## src/rtl/dm_scan_ctrl_pkg.sv

```systemverilog
// Shared definitions for the dot-matrix scan controller: opcodes, FSM states, default geometry.
// The optional brightness opcode is only decoded when DM_BRIGHTNESS_EN is defined.
package dm_pkg;

    localparam int DM_NUM_COLS = 5;
    localparam int DM_NUM_ROWS = 7;
    localparam int DM_FRAME_W  = DM_NUM_COLS + DM_NUM_ROWS;

    localparam logic [7:0] OP_ENABLE  = 8'hA8;
    localparam logic [7:0] OP_DISABLE = 8'hA9;
    localparam logic [7:0] OP_SET     = 8'hAC;
    localparam logic [7:0] OP_CLEAR   = 8'hAD;
    localparam logic [7:0] OP_BRIGHT  = 8'hAE;

    typedef enum logic [2:0] {
        ST_IDLE        = 3'd0,
        ST_LOAD        = 3'd1,
        ST_SHIFT       = 3'd2,
        ST_LATCH       = 3'd3,
        ST_DWELL       = 3'd4,
        ST_BLANK       = 3'd5,
        ST_BLANK_LATCH = 3'd6
    } state_t;

endpackage

```

## src/rtl/dm_scan_ctrl_if.sv

```systemverilog
// Command and shift-register pins of the scan controller, with the FSM state exposed for debug.
interface dm_scan_ctrl_if;
    import dm_pkg::*;

    // A command transfers on a clock edge where cmd_valid && cmd_ready; the master holds
    // cmd_op/cmd_arg* stable while cmd_valid is high and not yet accepted.
    logic       cmd_valid;
    logic       cmd_ready;
    logic [7:0] cmd_op;
    logic [7:0] cmd_arg0;
    logic [7:0] cmd_arg1;
    logic       sr_data;
    logic       sr_clk;
    logic       sr_latch;
    logic       oe_n;
    logic       enabled;
    logic       err;
    state_t     dbg_state;

    modport master (
        output cmd_valid, cmd_op, cmd_arg0, cmd_arg1,
        input  cmd_ready, sr_data, sr_clk, sr_latch, oe_n, enabled, err, dbg_state
    );

    modport slave (
        input  cmd_valid, cmd_op, cmd_arg0, cmd_arg1,
        output cmd_ready, sr_data, sr_clk, sr_latch, oe_n, enabled, err, dbg_state
    );

endinterface

```

## src/rtl/dm_scan_ctrl_shift_tx.sv

```systemverilog
// Frame serialiser: shifts FRAME_W bits MSB first, each bit held CLK_DIV cycles with sr_clk low
// then CLK_DIV cycles high. A start pulse (re)loads the frame, aborting any frame in flight.
module dm_shift_tx #(
    parameter int FRAME_W = 12,
    parameter int CLK_DIV = 4
) (
    input  logic               CLK,
    input  logic               reset,
    input  logic               i_start,
    input  logic [FRAME_W-1:0] i_frame,
    output logic               o_done,
    output logic               o_sr_data,
    output logic               o_sr_clk
);

    localparam int DIV_W = $clog2(CLK_DIV + 1);
    localparam int BIT_W = $clog2(FRAME_W + 1);

    logic               r_busy;
    logic               r_phase;
    logic [FRAME_W-1:0] r_sreg;
    logic [DIV_W-1:0]   r_div;
    logic [BIT_W-1:0]   r_bit;
    logic               w_div_end;
    logic               w_last_bit;

    assign w_div_end  = (r_div == DIV_W'(CLK_DIV - 1));
    assign w_last_bit = (r_bit == BIT_W'(FRAME_W - 1));

    always_ff @(posedge CLK) begin
        if (!reset) begin
            r_busy  <= 1'b0;
            r_phase <= 1'b0;
            r_sreg  <= '0;
            r_div   <= '0;
            r_bit   <= '0;
        end else if (i_start) begin
            r_busy  <= 1'b1;
            r_phase <= 1'b0;
            r_sreg  <= i_frame;
            r_div   <= '0;
            r_bit   <= '0;
        end else if (r_busy) begin
            if (w_div_end) begin
                r_div   <= '0;
                r_phase <= ~r_phase;
                // Advance to the next bit only after its high phase completes.
                if (r_phase) begin
                    r_sreg <= r_sreg << 1;
                    if (w_last_bit) r_busy <= 1'b0;
                    else            r_bit  <= r_bit + 1'b1;
                end
            end else begin
                r_div <= r_div + 1'b1;
            end
        end
    end

    assign o_done    = r_busy && r_phase && w_div_end && w_last_bit;
    assign o_sr_data = r_busy && r_sreg[FRAME_W-1];
    assign o_sr_clk  = r_busy && r_phase;

endmodule

```

## src/rtl/dm_scan_ctrl.sv

```systemverilog
// 7x5 dot-matrix scan controller: command decode, column buffer, scan FSM and dwell timing.
// Define DM_BRIGHTNESS_EN to enable the BRIGHT opcode and PWM-style dimming during dwell.
module dm_scan_ctrl
    import dm_pkg::*;
#(
    parameter int NUM_COLS   = DM_NUM_COLS,
    parameter int NUM_ROWS   = DM_NUM_ROWS,
    parameter int CLK_DIV    = 4,
    parameter int SCAN_TICKS = 1000
) (
    input logic           CLK,
    input logic           reset,
    dm_scan_ctrl_if.slave bus
);

    localparam int FRAME_W = NUM_COLS + NUM_ROWS;
    localparam int COL_W   = (NUM_COLS > 1) ? $clog2(NUM_COLS) : 1;
    localparam int CNT_W   = $clog2(SCAN_TICKS + 1);

    state_t              r_state;
    state_t              w_next;
    logic [NUM_ROWS-1:0] r_buf [NUM_COLS];
    logic [COL_W-1:0]    r_col;
    logic [CNT_W-1:0]    r_dwell;
    logic                r_enabled;
    logic                r_pend;
    logic                r_err;

    logic                w_accept;
    logic                w_col_ok;
    logic                w_op_en;
    logic                w_op_dis;
    logic                w_op_set;
    logic                w_op_clr;
    logic                w_op_bad;
    logic                w_start;
    logic                w_done;
    logic                w_latch;
    logic                w_oe_on;
    logic [FRAME_W-1:0]  w_frame;
    logic [NUM_COLS-1:0] w_onehot;
    logic                w_unused_arg1;

`ifdef DM_BRIGHTNESS_EN
    localparam int LIT_W = CNT_W + 4;
    logic [2:0]       r_bright;
    logic             w_op_bri;
    logic [LIT_W-1:0] w_lit;
`endif

    assign w_accept      = bus.cmd_valid && bus.cmd_ready;
    assign w_col_ok      = (bus.cmd_arg0 < 8'(NUM_COLS));
    assign w_onehot      = NUM_COLS'(1) << r_col;
    assign w_unused_arg1 = ^bus.cmd_arg1;

    always_comb begin
        w_op_en  = 1'b0;
        w_op_dis = 1'b0;
        w_op_set = 1'b0;
        w_op_clr = 1'b0;
        w_op_bad = 1'b0;
`ifdef DM_BRIGHTNESS_EN
        w_op_bri = 1'b0;
`endif
        if (w_accept) begin
            case (bus.cmd_op)
                OP_ENABLE:  w_op_en  = 1'b1;
                OP_DISABLE: w_op_dis = 1'b1;
                OP_SET:     if (w_col_ok) w_op_set = 1'b1; else w_op_bad = 1'b1;
                OP_CLEAR:   w_op_clr = 1'b1;
`ifdef DM_BRIGHTNESS_EN
                OP_BRIGHT:  w_op_bri = 1'b1;
`endif
                default:    w_op_bad = 1'b1;
            endcase
        end
    end

    always_comb begin
        w_next  = r_state;
        w_start = 1'b0;
        w_frame = '0;
        w_latch = 1'b0;
        case (r_state)
            ST_IDLE:        if (r_pend) w_next = ST_LOAD;
            ST_LOAD: begin
                w_start = 1'b1;
                w_frame = {w_onehot, r_buf[r_col]};
                w_next  = ST_SHIFT;
            end
            ST_SHIFT:       if (w_done) w_next = ST_LATCH;
            ST_LATCH: begin
                w_latch = 1'b1;
                w_next  = ST_DWELL;
            end
            ST_DWELL:       if (r_dwell == CNT_W'(SCAN_TICKS - 1)) w_next = ST_LOAD;
            ST_BLANK:       if (w_done) w_next = ST_BLANK_LATCH;
            ST_BLANK_LATCH: begin
                w_latch = 1'b1;
                w_next  = ST_IDLE;
            end
            default:        w_next = ST_IDLE;
        endcase
        if (w_op_en && r_state == ST_IDLE) w_next = ST_LOAD;
        // DISABLE restarts the serialiser with an all-zero frame, discarding any frame in flight.
        if (w_op_dis) begin
            w_next  = ST_BLANK;
            w_start = 1'b1;
            w_frame = '0;
        end
    end

    always_ff @(posedge CLK) begin
        if (!reset) begin
            r_state   <= ST_IDLE;
            r_col     <= '0;
            r_dwell   <= '0;
            r_enabled <= 1'b0;
            r_pend    <= 1'b0;
            r_err     <= 1'b0;
        end else begin
            r_state <= w_next;
            r_err   <= w_op_bad;
            if (r_state == ST_LATCH)      r_dwell <= '0;
            else if (r_state == ST_DWELL) r_dwell <= r_dwell + 1'b1;
            if (r_state == ST_IDLE && w_next == ST_LOAD) begin
                r_col     <= '0;
                r_enabled <= 1'b1;
                r_pend    <= 1'b0;
            end else if (r_state == ST_DWELL && w_next == ST_LOAD) begin
                r_col <= (r_col == COL_W'(NUM_COLS - 1)) ? '0 : r_col + 1'b1;
            end
            if (w_op_en && (r_state == ST_BLANK || r_state == ST_BLANK_LATCH)) r_pend <= 1'b1;
            if (w_op_dis) begin
                r_enabled <= 1'b0;
                r_pend    <= 1'b0;
            end
        end
    end

    always_ff @(posedge CLK) begin
        if (!reset) begin
            for (int c = 0; c < NUM_COLS; c++) r_buf[c] <= '0;
        end else if (w_op_clr) begin
            for (int c = 0; c < NUM_COLS; c++) r_buf[c] <= '0;
        end else if (w_op_set) begin
            r_buf[bus.cmd_arg0[COL_W-1:0]] <= bus.cmd_arg1[NUM_ROWS-1:0];
        end
    end

`ifdef DM_BRIGHTNESS_EN
    always_ff @(posedge CLK) begin
        if (!reset)        r_bright <= 3'd7;
        else if (w_op_bri) r_bright <= bus.cmd_arg0[2:0];
    end

    // Lit portion of the dwell is (brightness+1)/8 of SCAN_TICKS; the dwell length never changes.
    assign w_lit   = LIT_W'(((LIT_W'(r_bright) + LIT_W'(1)) * LIT_W'(SCAN_TICKS)) >> 3);
    assign w_oe_on = (r_state == ST_DWELL) && (LIT_W'(r_dwell) < w_lit);
`else
    assign w_oe_on = (r_state == ST_DWELL);
`endif

    dm_shift_tx #(
        .FRAME_W (FRAME_W),
        .CLK_DIV (CLK_DIV)
    ) u_shift_tx (
        .CLK       (CLK),
        .reset     (reset),
        .i_start   (w_start),
        .i_frame   (w_frame),
        .o_done    (w_done),
        .o_sr_data (bus.sr_data),
        .o_sr_clk  (bus.sr_clk)
    );

    assign bus.cmd_ready = (r_state != ST_LOAD);
    assign bus.sr_latch  = w_latch;
    assign bus.oe_n      = ~w_oe_on;
    assign bus.enabled   = r_enabled;
    assign bus.err       = r_err;
    assign bus.dbg_state = r_state;

endmodule

```

## src/flat_wrapper.sv

```systemverilog
// flat-port wrapper written by rule: the top's interface ports become plain ports
module dm_scan_ctrl_flat import dm_pkg::*;
#(
    parameter int NUM_COLS   = DM_NUM_COLS,
    parameter int NUM_ROWS   = DM_NUM_ROWS,
    parameter int CLK_DIV    = 4,
    parameter int SCAN_TICKS = 1000
)
  (CLK, reset, bus_cmd_valid, bus_cmd_op, bus_cmd_arg0, bus_cmd_arg1, bus_cmd_ready, bus_sr_data, bus_sr_clk, bus_sr_latch, bus_oe_n, bus_enabled, bus_err, bus_dbg_state);
  dm_scan_ctrl_if bus_i ();
  input logic CLK;
  input logic reset;
  input wire logic [$bits(bus_i.cmd_valid)-1:0] bus_cmd_valid;
  input wire logic [$bits(bus_i.cmd_op)-1:0] bus_cmd_op;
  input wire logic [$bits(bus_i.cmd_arg0)-1:0] bus_cmd_arg0;
  input wire logic [$bits(bus_i.cmd_arg1)-1:0] bus_cmd_arg1;
  output wire logic [$bits(bus_i.cmd_ready)-1:0] bus_cmd_ready;
  output wire logic [$bits(bus_i.sr_data)-1:0] bus_sr_data;
  output wire logic [$bits(bus_i.sr_clk)-1:0] bus_sr_clk;
  output wire logic [$bits(bus_i.sr_latch)-1:0] bus_sr_latch;
  output wire logic [$bits(bus_i.oe_n)-1:0] bus_oe_n;
  output wire logic [$bits(bus_i.enabled)-1:0] bus_enabled;
  output wire logic [$bits(bus_i.err)-1:0] bus_err;
  output wire logic [$bits(bus_i.dbg_state)-1:0] bus_dbg_state;
  assign bus_i.cmd_valid = bus_cmd_valid;
  assign bus_i.cmd_op = bus_cmd_op;
  assign bus_i.cmd_arg0 = bus_cmd_arg0;
  assign bus_i.cmd_arg1 = bus_cmd_arg1;
  assign bus_cmd_ready = bus_i.cmd_ready;
  assign bus_sr_data = bus_i.sr_data;
  assign bus_sr_clk = bus_i.sr_clk;
  assign bus_sr_latch = bus_i.sr_latch;
  assign bus_oe_n = bus_i.oe_n;
  assign bus_enabled = bus_i.enabled;
  assign bus_err = bus_i.err;
  assign bus_dbg_state = bus_i.dbg_state;
  dm_scan_ctrl #(.NUM_COLS(NUM_COLS), .NUM_ROWS(NUM_ROWS), .CLK_DIV(CLK_DIV), .SCAN_TICKS(SCAN_TICKS)) u_core (.CLK(CLK), .reset(reset), .bus(bus_i));
endmodule
```

## config.mk

```make
export PLATFORM = sky130hd
export DESIGN_NAME = dm_scan_ctrl_flat
export DESIGN_NICKNAME = d
export VERILOG_FILES = /design/src/rtl/dm_scan_ctrl_pkg.sv /design/src/rtl/dm_scan_ctrl_if.sv /design/src/rtl/dm_scan_ctrl_shift_tx.sv /design/src/rtl/dm_scan_ctrl.sv /design/src/flat_wrapper.sv
export SDC_FILE = /design/constraint.sdc
export NUM_CORES = 1
export LEC_CHECK = 0
export ABC_AREA = 1
export CORE_MARGIN = 4
export CORE_UTILIZATION = 65
export CTS_CLUSTER_SIZE = 16
export DETAILED_ROUTE_END_ITERATION = 12
export DONT_BUFFER_PORTS = 1
export PLACE_DENSITY_LB_ADDON = 0.3
export SYNTH_ARGS = -nofsm -noshare
export SYNTH_HDL_FRONTEND = slang
export SYNTH_SLANG_ARGS = --single-unit
```

## constraint.sdc

```tcl
create_clock -name CLK -period 2.8 [get_ports CLK]
set_clock_uncertainty 0.1 [all_clocks]
set_input_delay 0.56 -clock CLK [delete_from_list [all_inputs] [get_ports CLK]]
set_output_delay 0.56 -clock CLK [all_outputs]
set_load 0.05 [all_outputs]
```

# Word-level counts from Yosys, hierarchy flattened
# Memory sizes are Yosys's and may differ from the RTL's. A register that Yosys moved wholly into a read port is not among the register bits.
# Cells that the tools add are included.
dict set report word_totals {
  reg_bits 40
  mem_bits_rw 35
  in_bits 27
  out_inout_bits 10
  wordCells 123
  mem_count 1
}
dict set report classes {
  n_addsub 4
  magnitude_cmp 1
  eq_ne 16
  shifts 1
  n_mux 54
  n_bitwise 9
  reduce_logical 26
}
# name words word_bits read_ports rd_clocked_by_memory_dff wr line_no
set mem_list {}
lappend mem_list {u_core.r_buf 5 7 1 1 5 dm_scan_ctrl.sv:22} ;# logic [NUM_ROWS-1:0] r_buf [NUM_COLS];
# operator count
set op_table {}
lappend op_table {{$mux W12} 6}
lappend op_table {{$mux W7} 6}
lappend op_table {{$mux W3} 11}
lappend op_table {{$eq A8 B8 Y1 const B} 4}
lappend op_table {{$mux W1} 29}
lappend op_table {{$pmux W3 S6} 1}
lappend op_table {{$eq A3 B3 Y1 const B} 4}
lappend op_table {{$add A10 B1 Y10 const B} 1}
lappend op_table {{$eq A10 B10 Y1 const B} 1}
lappend op_table {{$reduce_or A2 Y1} 5}
lappend op_table {{$eq A3 B2 Y1 const B} 3}
lappend op_table {{$logic_and A1 B1 Y1} 9}
lappend op_table {{$lt A8 B3 Y1 const B} 1}
lappend op_table {{$reduce_bool A2 Y1} 4}
lappend op_table {{$reduce_or A7 Y1} 1}
lappend op_table {{$add A3 B1 Y3 const B} 2}
lappend op_table {{$eq A3 B1 Y1 const B} 2}
lappend op_table {{$or A1 B1 Y1} 5}
lappend op_table {{$shl A1 B3 Y5 const A} 1}
lappend op_table {{$add A4 B1 Y4 const B} 1}
lappend op_table {{$eq A4 B4 Y1 const B} 1}
lappend op_table {{$not A1 Y1} 4}
lappend op_table {{$reduce_and A2 Y1} 2}
lappend op_table {{$reduce_and A4 Y1} 1}
lappend op_table {{other kinds (6)} 6}

# Logic depth before layout (Yosys ltp)
# Gate-level depths: netlist of the first run.
dict set report depth {
  ltp_word 11
  mapped_depth 11
  ltp_nobuf 11
}

# Cells and area by module
# Synthesis of the first run repeated with hierarchy kept, for this count alone.
dict set report hier_totals {
  cells_unflattened 550
  area_unflattened_um2 4773.3
}
# mod instances cells_per_inst area_each_um2 seq_area_each_um2
set modules_own_cells {}
lappend modules_own_cells {dm_scan_ctrl 1 394 3644.7 2122.0}
lappend modules_own_cells {dm_shift_tx 1 156 1128.6 420.4}

# Least setup slack after synthesis of the first run
# Ideal clock, no wire load.
dict set report synth_path {
  path_kind {reg-to-reg}
  from {reg u_core.r_state[2], in the netlist u_core.bus.dbg_state[2]}
  to {mem u_core.r_buf[4][0] in the netlist's numbering, enable pin}
  setup_time_ns 0.324
  t_arrival_ns 1.927
  t_required_ns 2.376
  slack_ns 0.450
  stages_incl_launch_ff 9
  n_path_buf 0
  synth_period_minus_slack_ns 2.350
  cell_sequence {dfxtp_1 > inv_2 > nand3_4 > nand2_4 > nor2_1 > nand2_1 > nor2_1 > nand3_1 > nand2_1}
}
# item line_no
set synth_lines {}
lappend synth_lines {{from (decl)} dm_scan_ctrl.sv:20} ;# state_t r_state;
lappend synth_lines {{from (signal assigned)} dm_scan_ctrl.sv:122} ;# r_state <= w_next;
lappend synth_lines {{to (decl)} dm_scan_ctrl.sv:22}

==> reports/qor.yml, run 1 <==
yosys:
  ys_seq_area_frac: 0.565
  synth_top_area_frac: 0.373
  syn_area_per_cell_sq_um: 9.17
  ys_seq_elements: 99
  syn_area_sq_mm: 0.00450
  synth_cell_types: 39
  yosys_warnings: 0
  synth_top_area_cell: "edfxtp_1"
  netlist_instances: 491
  netlist_top_cells_area: "edfxtp_1 37%, dfxtp_1 19%, nor2_1 7.8%"
setup_path:
  startpoint_type: "register"
  path_max_fanout: 8
  critical_path_class: "reg2reg"
  cpPeakStageDelay_ns: 0.39
  cp.required_ns: 2.73
  cp_cell_sequence: "inv_2, nand3_4, nand2_4, nor2_1, nand2_1, nor2_1, nand3_1, nand2_1"
  crit_arrival_ns: 2.18
  crit_slowest_cell: "nand2_1"
  setup.worst_path.end_class: "register"
final_layout:
  multi_input_area_sq_mm: 0.00179
  fin_cells: 600
  nFillCells: 492
  num_antenna_cells: 0
  syn2layout_area_growth_pct: 7.89
  drive_gt1_frac: 0.0904
  finalNetCount: 550
  ff_latch_area_sq_mm: 0.00254
routing:
  drt_iter0_markers: 232
  vias: 3489
  first_pass_iters: 5
  totalWireLength_microns: 9350
  wl_per_cell_microns: 15.6
  drt-vias-per-instance: 5.82
  drt_drc_violations_left: 0
  final_antenna_net_count: 0
timing:
  rsz0062_at_grt: "no"
  setup_viol: 0
  max_freq_mhz: 444
  slew_viol_final: 0
  fin_crit_ns: 2.25
  tightest_slew_ns: 0.580
  tns_ns: 0
  worst_slack_ns: 0.549
  period_share: 0.804
  relSlewSlack: 0.611
  fin_hold_ws_ns: 0.176
  hold_viol_final: 0
min_path:
  hp-class: "in2reg"
global_route:
  grt_pass1_wl_microns: 15500
  gr-total-overflow: 0
  antenna_found_initial: 0
  grt_max_degree: 29
  grt_util_all_layers: 0.234
  grt_pass1_vias: 3330
cts:
  path_clk_slew_ns: 0.10
  cts_buffers: 9
  clkLatencyLatePin_ns: 0.37
  clockBufferDepth: 2
  clockRootBuffer: "clkbuf_8"
  clock_sinks: 99
  cts-resized-gates: 0
  cts_tree: "done"
  h-tree-depth: 3
  cts_setup_buffers: 0
  hold_buffers: 0
status:
  status: "complete, no violations"
pwr:
  p_leak_nw: 1.94
  p_total_mw: 2.54
  ir_drop_v: 0.000425
  p_per_area_mw_per_mm2: 522
place:
  numPortBuffers: 0
  dp_hpwl_microns: 6820
  dpl.cell_count: 584
  dp_slack_ns: 0.434
  place_congestion: 0.841
die:
  coreArea_sq_mm: 0.00676
  initial_core_util: 0.666
  dieArea_sq_mm: 0.00832
  io_pins: 37
  die_w_microns: 91.2
  dieHeight_microns: 91.2
  rows: 30
run:
  maxCapViolCount: 0
==> sequential cells by signal, summed over array words and instances, names as in the netlist, named ones only <==
signal / cells
u_core.r_pend: 1
u_core.r_col: 3
u_core.u_shift_tx.r_sreg: 12
u_core.r_buf: 56
u_core.u_shift_tx.r_phase: 1
u_core.u_shift_tx.r_bit: 4
u_core.bus.enabled: 1
u_core.u_shift_tx.r_div: 3
u_core.u_shift_tx.r_busy: 1
u_core.bus.dbg_state: 3
u_core.bus.err: 1
u_core.r_dwell: 10
==> final timing paths <==
check	depth (start not counted)	end	start	slack (ns)
setup reg to reg	8	u_core.r_buf[4][2]	u_core.bus.dbg_state[1]	0.55
setup / recovery	8	u_core.r_buf[4][2]	u_core.bus.dbg_state[1]	0.55
hold / removal	0	u_core.r_buf[6][0]	bus_cmd_arg1[0]	0.18
hold reg to reg	2	u_core.r_pend	u_core.r_pend	0.37
==> cells in the mapped netlist <==
master / number
a211oi_1: 2
a21o_1: 1
a21oi_1: 30
a31oi_1: 3
a41oi_1: 1
and3_1: 1
buf_2: 2
buf_4: 1
clkbuf_1: 10
clkinv_1: 1
clkinv_4: 1
conb_1: 1
dfxtp_1: 43
edfxtp_1: 56
ha_1: 8
inv_1: 42
inv_2: 6
nand2_1: 53
nand2_2: 4
nand2_4: 3
nand3_1: 28
nand3_2: 2
nand3_4: 2
nand3b_1: 1
nand4_1: 5
nor2_1: 94
nor2_2: 2
nor2_4: 2
nor3_1: 6
nor3_2: 1
nor3b_1: 1
nor4_2: 1
o211ai_1: 1
o21ai_0: 52
o21ai_1: 2
o221ai_1: 14
or2_2: 3
xnor2_1: 1
xor2_1: 4
==> critical path: cells and delay by family (launching register included) <==
family	cells	cell delay [ns]
simple gates	7	1.39
buf+inv	1	0.08
flops	1	0.36
==> metal layers <==
| metal | part of all wire | up-vias | GRT usage | routed length [microns] |
|---|---|---|---|---|
| met1 | 0.42 | 1639 | 0.297 | 3930 |
| met3 | 0.058 | 19 | 0.0613 | 546 |
| li1 | - | 1710 | - | - |
| met5 | 0 | - | 0 | 0 |
| met4 | 0.016 | 0 | 0.0766 | 148 |
| met2 | 0.50 | 121 | 0.391 | 4720 |
==> cells in the final DEF, fill, tap and decap left out, types with 3 or more instances in the layout <==
| cell type | count |
|---|---|
| dfxtp_1 | 43 |
| xor2_1 | 4 |
| nand2_2 | 4 |
| a21oi_1 | 30 |
| nor3_1 | 6 |
| buf_4 | 6 |
| clkbuf_8 | 10 |
| nand4_1 | 5 |
| or2_2 | 3 |
| edfxtp_1 | 56 |
| o221ai_1 | 14 |
| o21ai_0 | 52 |
| nand2_1 | 53 |
| nand2_4 | 3 |
| nand3_1 | 28 |
| ha_1 | 8 |
| a31oi_1 | 3 |
| nor2_1 | 94 |
| conb_1 | 21 |
| inv_2 | 6 |
| inv_1 | 42 |
==> report_power, final <==
part	internal (mW)	switching (mW)
clock	0.405	0.473
sequential	1.58	0.0155
combinational	0.0146	0.0506
total	2.00	0.539
==> metrics by stage <==
stage | utilization | instance area, sq um
after CTS | 0.719 | 4860
after global routing | 0.719 | 4860
after detailed placement | 0.691 | 4670
final | 0.719 | 4860
after global placement | 0.691 | 4670
after floorplan | - | 4580
==> cells by family after synthesis <==
logic type / after synthesis / synth area share
fa+ha+maj: 8 / 0.0222
simple gates: 209 / 0.214
flops: 99 / 0.565
buf+inv: 63 / 0.0550
xor+xnor: 5 / 0.00972
other cells: 1 / 0.000833
compound gates: 106 / 0.133
==> final cells by class <==
class                   instances  share of cell area
inverters                      50              0.0397
clock inverters                 3             0.00412
clock buffers                  13              0.0350
repair buffers                  6             0.00927
multi-input cells             349               0.368
flip-flops and latches         99               0.523
well taps                      80              0.0206
Note: power is estimated with default switching activity, not from simulation.
==> inputs of run 2 (changes only) <==
--- a/config.mk
+++ b/config.mk
@@ -5,9 +5,9 @@
 export SDC_FILE = /design/constraint.sdc
 export NUM_CORES = 1
 export LEC_CHECK = 0
-export ABC_AREA = 1
+export ABC_AREA = 0
 export CORE_MARGIN = 4
-export CORE_UTILIZATION = 65
+export CORE_UTILIZATION = 57
 export CTS_CLUSTER_SIZE = 16
 export DETAILED_ROUTE_END_ITERATION = 12
 export DONT_BUFFER_PORTS = 1
==> constraint.sdc (replaced) <==
create_clock -name CLK -period 1.8 [get_ports CLK]
set_clock_uncertainty 0.1 [all_clocks]
set_input_delay 0.36 -clock CLK [delete_from_list [all_inputs] [get_ports CLK]]
set_output_delay 0.36 -clock CLK [all_outputs]
set_load 0.05 [all_outputs]
==> reports/qor.yml, run 2 <==
yosys:
  netlist_top_cells_area: "edfxtp_1 37%, dfxtp_1 19%, mux4_2 6.9%"
  syn_area_sq_mm: 0.00456
  synth_top_area_cell: "edfxtp_1"
  synth_edf_count: 56
  ys_seq_area_frac: 0.558
  synth_cell_types: 59
  synth-async-reset-ratio: 0
  netlist_instances: 379
  yosys_warnings: 0
  synth_top_area_frac: 0.369
  ys.flop_type: "edfxtp_1"
  synth_commonest_cells: "56 x edfxtp_1, 43 x dfxtp_1, 42 x nor2_1"
  post-synth-top-count-cell: "edfxtp_1"
  syn_area_per_cell_sq_um: 12.0
  ys_seq_elements: 99
pwr:
  power.internal_mw: 3.03
  p_seq_frac: 0.626
  ir_drop_v: 0.000503
  swShare: 0.232
  p_clk_frac: 0.342
  p_per_area_mw_per_mm2: 658
  switchingPower_mw: 0.918
  p_leak_nw: 2.50
  combPwrFrac: 0.032
cts:
  cts_tree: "done"
  clockBufferDepth: 2
  cts_buffers: 9
  clkLatencyLatePin_ns: 0.38
  clockRootBuffer: "clkbuf_8"
  h-tree-depth: 3
  path_clk_slew_ns: 0.10
  clock_sinks: 99
timing:
  worst_slack_ns: -0.351
  period_share: 1.19
  fin_crit_ns: 2.15
  rsz0062_at_grt: "yes"
  hold_viol_final: 0
  tns_ns: -7.01
  tightest_slew_ns: 0.513
  fin_hold_ws_ns: 0.00945
  relSlewSlack: 0.657
  setup_viol: 56
  max_freq_mhz: 465
  slew_viol_final: 0
routing:
  totalWireLength_microns: 10900
  final_antenna_net_count: 0
  drt_drc_violations_left: 0
  wl_per_cell_microns: 18.3
  vias: 3422
  drt_iter0_markers: 298
  drt-vias-per-instance: 5.75
  first_pass_iters: 6
setup_path:
  path_max_fanout: 4
  setup.worst_path.end_class: "register"
  crit_start: "u_core.r_dwell[0]"
  r2r-start: "u_core.r_dwell[0]"
  crit_arrival_ns: 2.35
  crit_slowest_cell: "or4_4"
  critical_path_class: "reg2reg"
  reg2regPathDepth: 7
  cp.required_ns: 2.00
  rrSetupSlack_ns: -0.35
  startpoint_type: "register"
  cp_cell_sequence: "ha_4, nand4_1, nor2_2, a31oi_1, o32a_4, or4_4, o22ai_2"
  cpPeakStageDelay_ns: 0.57
place:
  numPortBuffers: 0
  place_congestion: 0.837
  dp_hpwl_microns: 7030
  dp_slack_ns: -0.431
  dpl.cell_count: 554
final_layout:
  syn2layout_area_growth_pct: 31.7
  reg.largest.list: "u_core.r_buf x56, u_core.u_shift_tx.r_sreg x12, u_core.r_dwell x10"
  regMostFlops: "u_core.r_buf"
  num_antenna_cells: 0
  finalNetCount: 523
  largest_reg_flops: 56
  layout_commonest_cell: "buf_4"
  fin_util: 0.773
  fin_cells: 595
  nFillCells: 476
  mostFrequentLayoutCells: "68 x buf_4, 56 x edfxtp_1, 40 x nor2_1, 36 x dfxtp_1, 22 x and2_4"
  drive_gt1_frac: 0.400
min_path:
  hp-class: "in2reg"
global_route:
  grt_use_met2: 0.368
  grt_use_met3: 0.0481
  grt_pass1_vias: 3416
  gr-total-overflow: 0
  grt_util_all_layers: 0.228
  grt_max_degree: 27
  antenna_found_initial: 0
  grtUsageMet1: 0.305
  busiest_layer: "met2"
  grt_pass1_wl_microns: 17100
die:
  dieArea_sq_mm: 0.00949
  die_w_microns: 97.4
  rows: 32
  initial_core_util: 0.587
  coreArea_sq_mm: 0.00777
  dieHeight_microns: 97.4
  io_pins: 37
status:
  status: "finished, violations left"
  violations: "negative setup slack"
run:
  maxCapViolCount: 0
run 2: through the flow:
stage / total power [mW] / cell area [sq um]
floorplan: 2.60 / 4790
finish: 3.95 / 6000
CTS: 3.94 / 5860
detailed placement: 2.63 / 5370
global placement: 2.62 / 5370
global route: 4.07 / 6000
run 2: layout make-up:
class | count | area [sq um] | area share
sequential | 99 | 2560 | 0.426
multi-input combinational | 273 | 2250 | 0.376
timing repair buffer | 94 | 833 | 0.139
inverter | 11 | 46.3 | 0.00771
clock inverter | 7 | 58.8 | 0.00980
clock buffer | 9 | 124 | 0.0206
tap | 102 | 128 | 0.0213
run 2: logic make-up after synthesis:
kind of cell	Yosys count	share of synthesized area
simple gates	159	0.195
flops	99	0.558
compound gates	44	0.0678
mux	27	0.0977
buf+inv	27	0.0327
xor+xnor	14	0.0269
fa+ha+maj	8	0.0220
other cells	1	0.000822
run 2: worst max-delay path: cells and delay by family, from the launching register on:
| family | cells | cell delay, ns |
|---|---|---|
| AOI/OAI and AO/OA | 3 | 0.63 |
| adders and majority gates | 1 | 0.14 |
| DFF | 1 | 0.37 |
| and+or+nand+nor | 3 | 0.84 |
run 2: worst min-delay path by stage:
| stage | start | endpoint | slack, ns | cells after the start |
|---|---|---|---|---|
| finish | reset | u_core.u_shift_tx.r_sreg[11] | 0.009 | 1 |
| global route | reset | u_core.u_shift_tx.r_sreg[3] | 0.01 | 1 |
| CTS | reset | u_core.bus.dbg_state[2] | 0.008 | 1 |
| detailed placement | bus_cmd_arg1[6] | u_core.r_buf[5][6] | 0.36 | 0 |
| global placement | bus_cmd_arg1[6] | u_core.r_buf[5][6] | 0.36 | 0 |
| floorplan | u_core.u_shift_tx.r_div[2] | u_core.u_shift_tx.r_div[2] | 0.35 | 2 |
run 2: layer usage:
| metal | vias up | share of wire |
|---|---|---|
| li1 | 1568 | - |
| met1 | 1673 | 0.41 |
| met2 | 149 | 0.49 |
| met3 | 32 | 0.068 |
| met4 | 0 | 0.026 |
| met5 | - | 0 |
run 2: what timing repair did:
item | CTS | global route
resized for setup | 37 | 31
setup endpoints to repair | 58 | 80
setup buffers | 15 | 3
hold endpoints to repair | 21 | 0
pin swaps | 12 | 17
hold buffers | 7 | 0
run 2: power by group through the flow:
stage	logic, mW	clock network (mW)	registers [mW]
2_1_floorplan	0.0837	0	2.52
3_3_place_gp	0.0946	0	2.52
3_5_place_dp	0.0974	0	2.53
4_1_cts	0.117	1.35	2.47
5_1_grt	0.139	1.46	2.48
6_report	0.126	1.35	2.47
==> inputs of run 3 (changes only) <==
--- a/config.mk
+++ b/config.mk
@@ -6,7 +6,7 @@
 export NUM_CORES = 1
 export LEC_CHECK = 0
 export ABC_AREA = 0
-export CORE_MARGIN = 4
+export CORE_MARGIN = 1
 export CORE_UTILIZATION = 57
 export CTS_CLUSTER_SIZE = 16
 export DETAILED_ROUTE_END_ITERATION = 12
==> reports/qor.yml, run 3 (synthesized netlist as in run 2, its figures left out) <==
status:
  status: "finished, violations left"
  violations: "negative setup slack"
final_layout:
  finalNetCount: 527
  mostFrequentLayoutCells: "64 x buf_4, 56 x edfxtp_1, 39 x nor2_1, 35 x dfxtp_1, 22 x and2_4"
  largest_reg_flops: 56
  num_antenna_cells: 0
  layout_commonest_cell: "buf_4"
  reg.largest.list: "u_core.r_buf x56, u_core.u_shift_tx.r_sreg x12, u_core.r_dwell x10"
  drive_gt1_frac: 0.402
  final_area_sq_mm: 0.00615
  syn2layout_area_growth_pct: 34.9
  regMostFlops: "u_core.r_buf"
place:
  dp_slack_ns: -0.388
  dp_hpwl_microns: 6750
  place_congestion: 0.833
  numPortBuffers: 0
  place_area_sq_mm: 0.00541
pwr:
  p_clk_frac: 0.394
  p_per_area_mw_per_mm2: 699
  swShare: 0.225
  p_leak_nw: 2.55
  switchingPower_mw: 0.966
  ir_drop_v: 0.000501
  combPwrFrac: 0.030
  p_seq_frac: 0.576
  power.internal_mw: 3.33
cts:
  path_clk_slew_ns: 0.10
  cts_buffers: 9
  h-tree-depth: 3
  clock_sinks: 99
  clockBufferDepth: 2
  clockRootBuffer: "clkbuf_8"
  cts_tree: "done"
  clkLatencyLatePin_ns: 0.38
timing:
  max_freq_mhz: 474
  fin_crit_ns: 2.11
  period_share: 1.17
  slew_viol_final: 0
  worst_slack_ns: -0.311
  setup_viol: 67
  hold_viol_final: 0
  rsz0062_at_grt: "yes"
die:
  rows: 32
  coreArea_sq_mm: 0.00773
  dieArea_sq_mm: 0.00836
  io_pins: 37
  dieHeight_microns: 91.4
  initial_core_util: 0.590
  die_w_microns: 91.4
routing:
  totalWireLength_microns: 11200
  drt-vias-per-instance: 5.57
  final_antenna_net_count: 0
  drt_drc_violations_left: 0
  wl_per_cell_microns: 18.8
  vias: 3338
  drt_iter0_markers: 237
  first_pass_iters: 4
setup_path:
  r2r-start: "u_core.u_shift_tx.r_div[1]"
  path_max_fanout: 3
  cp.required_ns: 2.00
  crit_arrival_ns: 2.31
  setup.worst_path.end_class: "register"
  crit_slowest_cell: "or4_4"
  cpPeakStageDelay_ns: 0.44
  startpoint_type: "register"
  critical_path_class: "reg2reg"
  crit_start: "u_core.u_shift_tx.r_div[1]"
  cp_cell_sequence: "ha_4, and4b_4, a41o_1, a21oi_2, o32a_4, buf_6, or4_4, o22ai_2"
global_route:
  grt_util_all_layers: 0.255
  antenna_found_initial: 0
  grt_pass1_vias: 3333
  grt_pass1_wl_microns: 16100
  grt_max_degree: 27
  gr-total-overflow: 0
min_path:
  min_from: "reset"
  hp-class: "in2reg"
run:
  maxCapViolCount: 0
==> run 3: power groups by stage <==
stage	clock network (mW)	registers, mW	logic [mW]
3_5_place_dp	0	2.53	0.101
5_1_grt	1.78	2.48	0.141
6_report	1.69	2.47	0.130
3_3_place_gp	0	2.52	0.0976
2_1_floorplan	0	2.52	0.0837
4_1_cts	1.70	2.47	0.123
==> run 3: final cells by class <==
cell class	instances	area, sq um
inverter	11	43.8
clock inverter	7	111
tap	102	128
multi-input combinational	273	2260
fill	456	1580
clock buffer	9	124
sequential	99	2560
timing repair buffer	98	925
==> run 3: what timing repair did <==
action | CTS | global route
setup buffers | 6 | 8
gates resized for setup | 31 | 41
pin swaps | 6 | 13
endpoints found under the hold margin | 22 | 0
gates cloned | 0 | 2
setup endpoints to repair | 64 | 75
hold buffers | 8 | 0
==> run 3: metal layers <==
metal  vias up  wire length, microns  GRT usage
met3        29                   491     0.0544
met4         0                   363      0.112
li1       1581                     -          -
met1      1632                  4370      0.293
met5         -                     0          0
met2        96                  6010      0.456
==> run 3: worst paths after layout <==
check,endpoint,slack (ns),cells past startpoint
worst max-delay path,u_core.r_col[0],-0.31,8
worst min-delay path,u_core.u_shift_tx.r_sreg[2],0.02,1
worst max register to register,u_core.r_col[0],-0.31,8
worst min register to register,u_core.u_shift_tx.r_div[2],0.39,2
==> run 3: worst max-delay path: cells and delay by family (launching register included) <==
family | cells | cell delay (ns)
buf+inv | 1 | 0.13
fa+ha+maj | 1 | 0.14
compound gates | 4 | 0.63
flops | 1 | 0.37
simple gates | 2 | 0.68
==> run 3: stage by stage <==
stage | utilization | total power [mW] | hold WS (ns) | cells | setup TNS (ns)
6_report | 0.796 | 4.30 | 0.0248 | 599 | -9.18
3_3_place_gp | 0.700 | 2.62 | 0.359 | 559 | -18.27
3_5_place_dp | 0.700 | 2.63 | 0.359 | 559 | -20.69
4_1_cts | 0.762 | 4.30 | 0.00608 | 589 | -6.34
2_1_floorplan | - | 2.60 | 0.353 | 399 | -10.50
5_1_grt | 0.796 | 4.40 | 0.00716 | 599 | -14.02
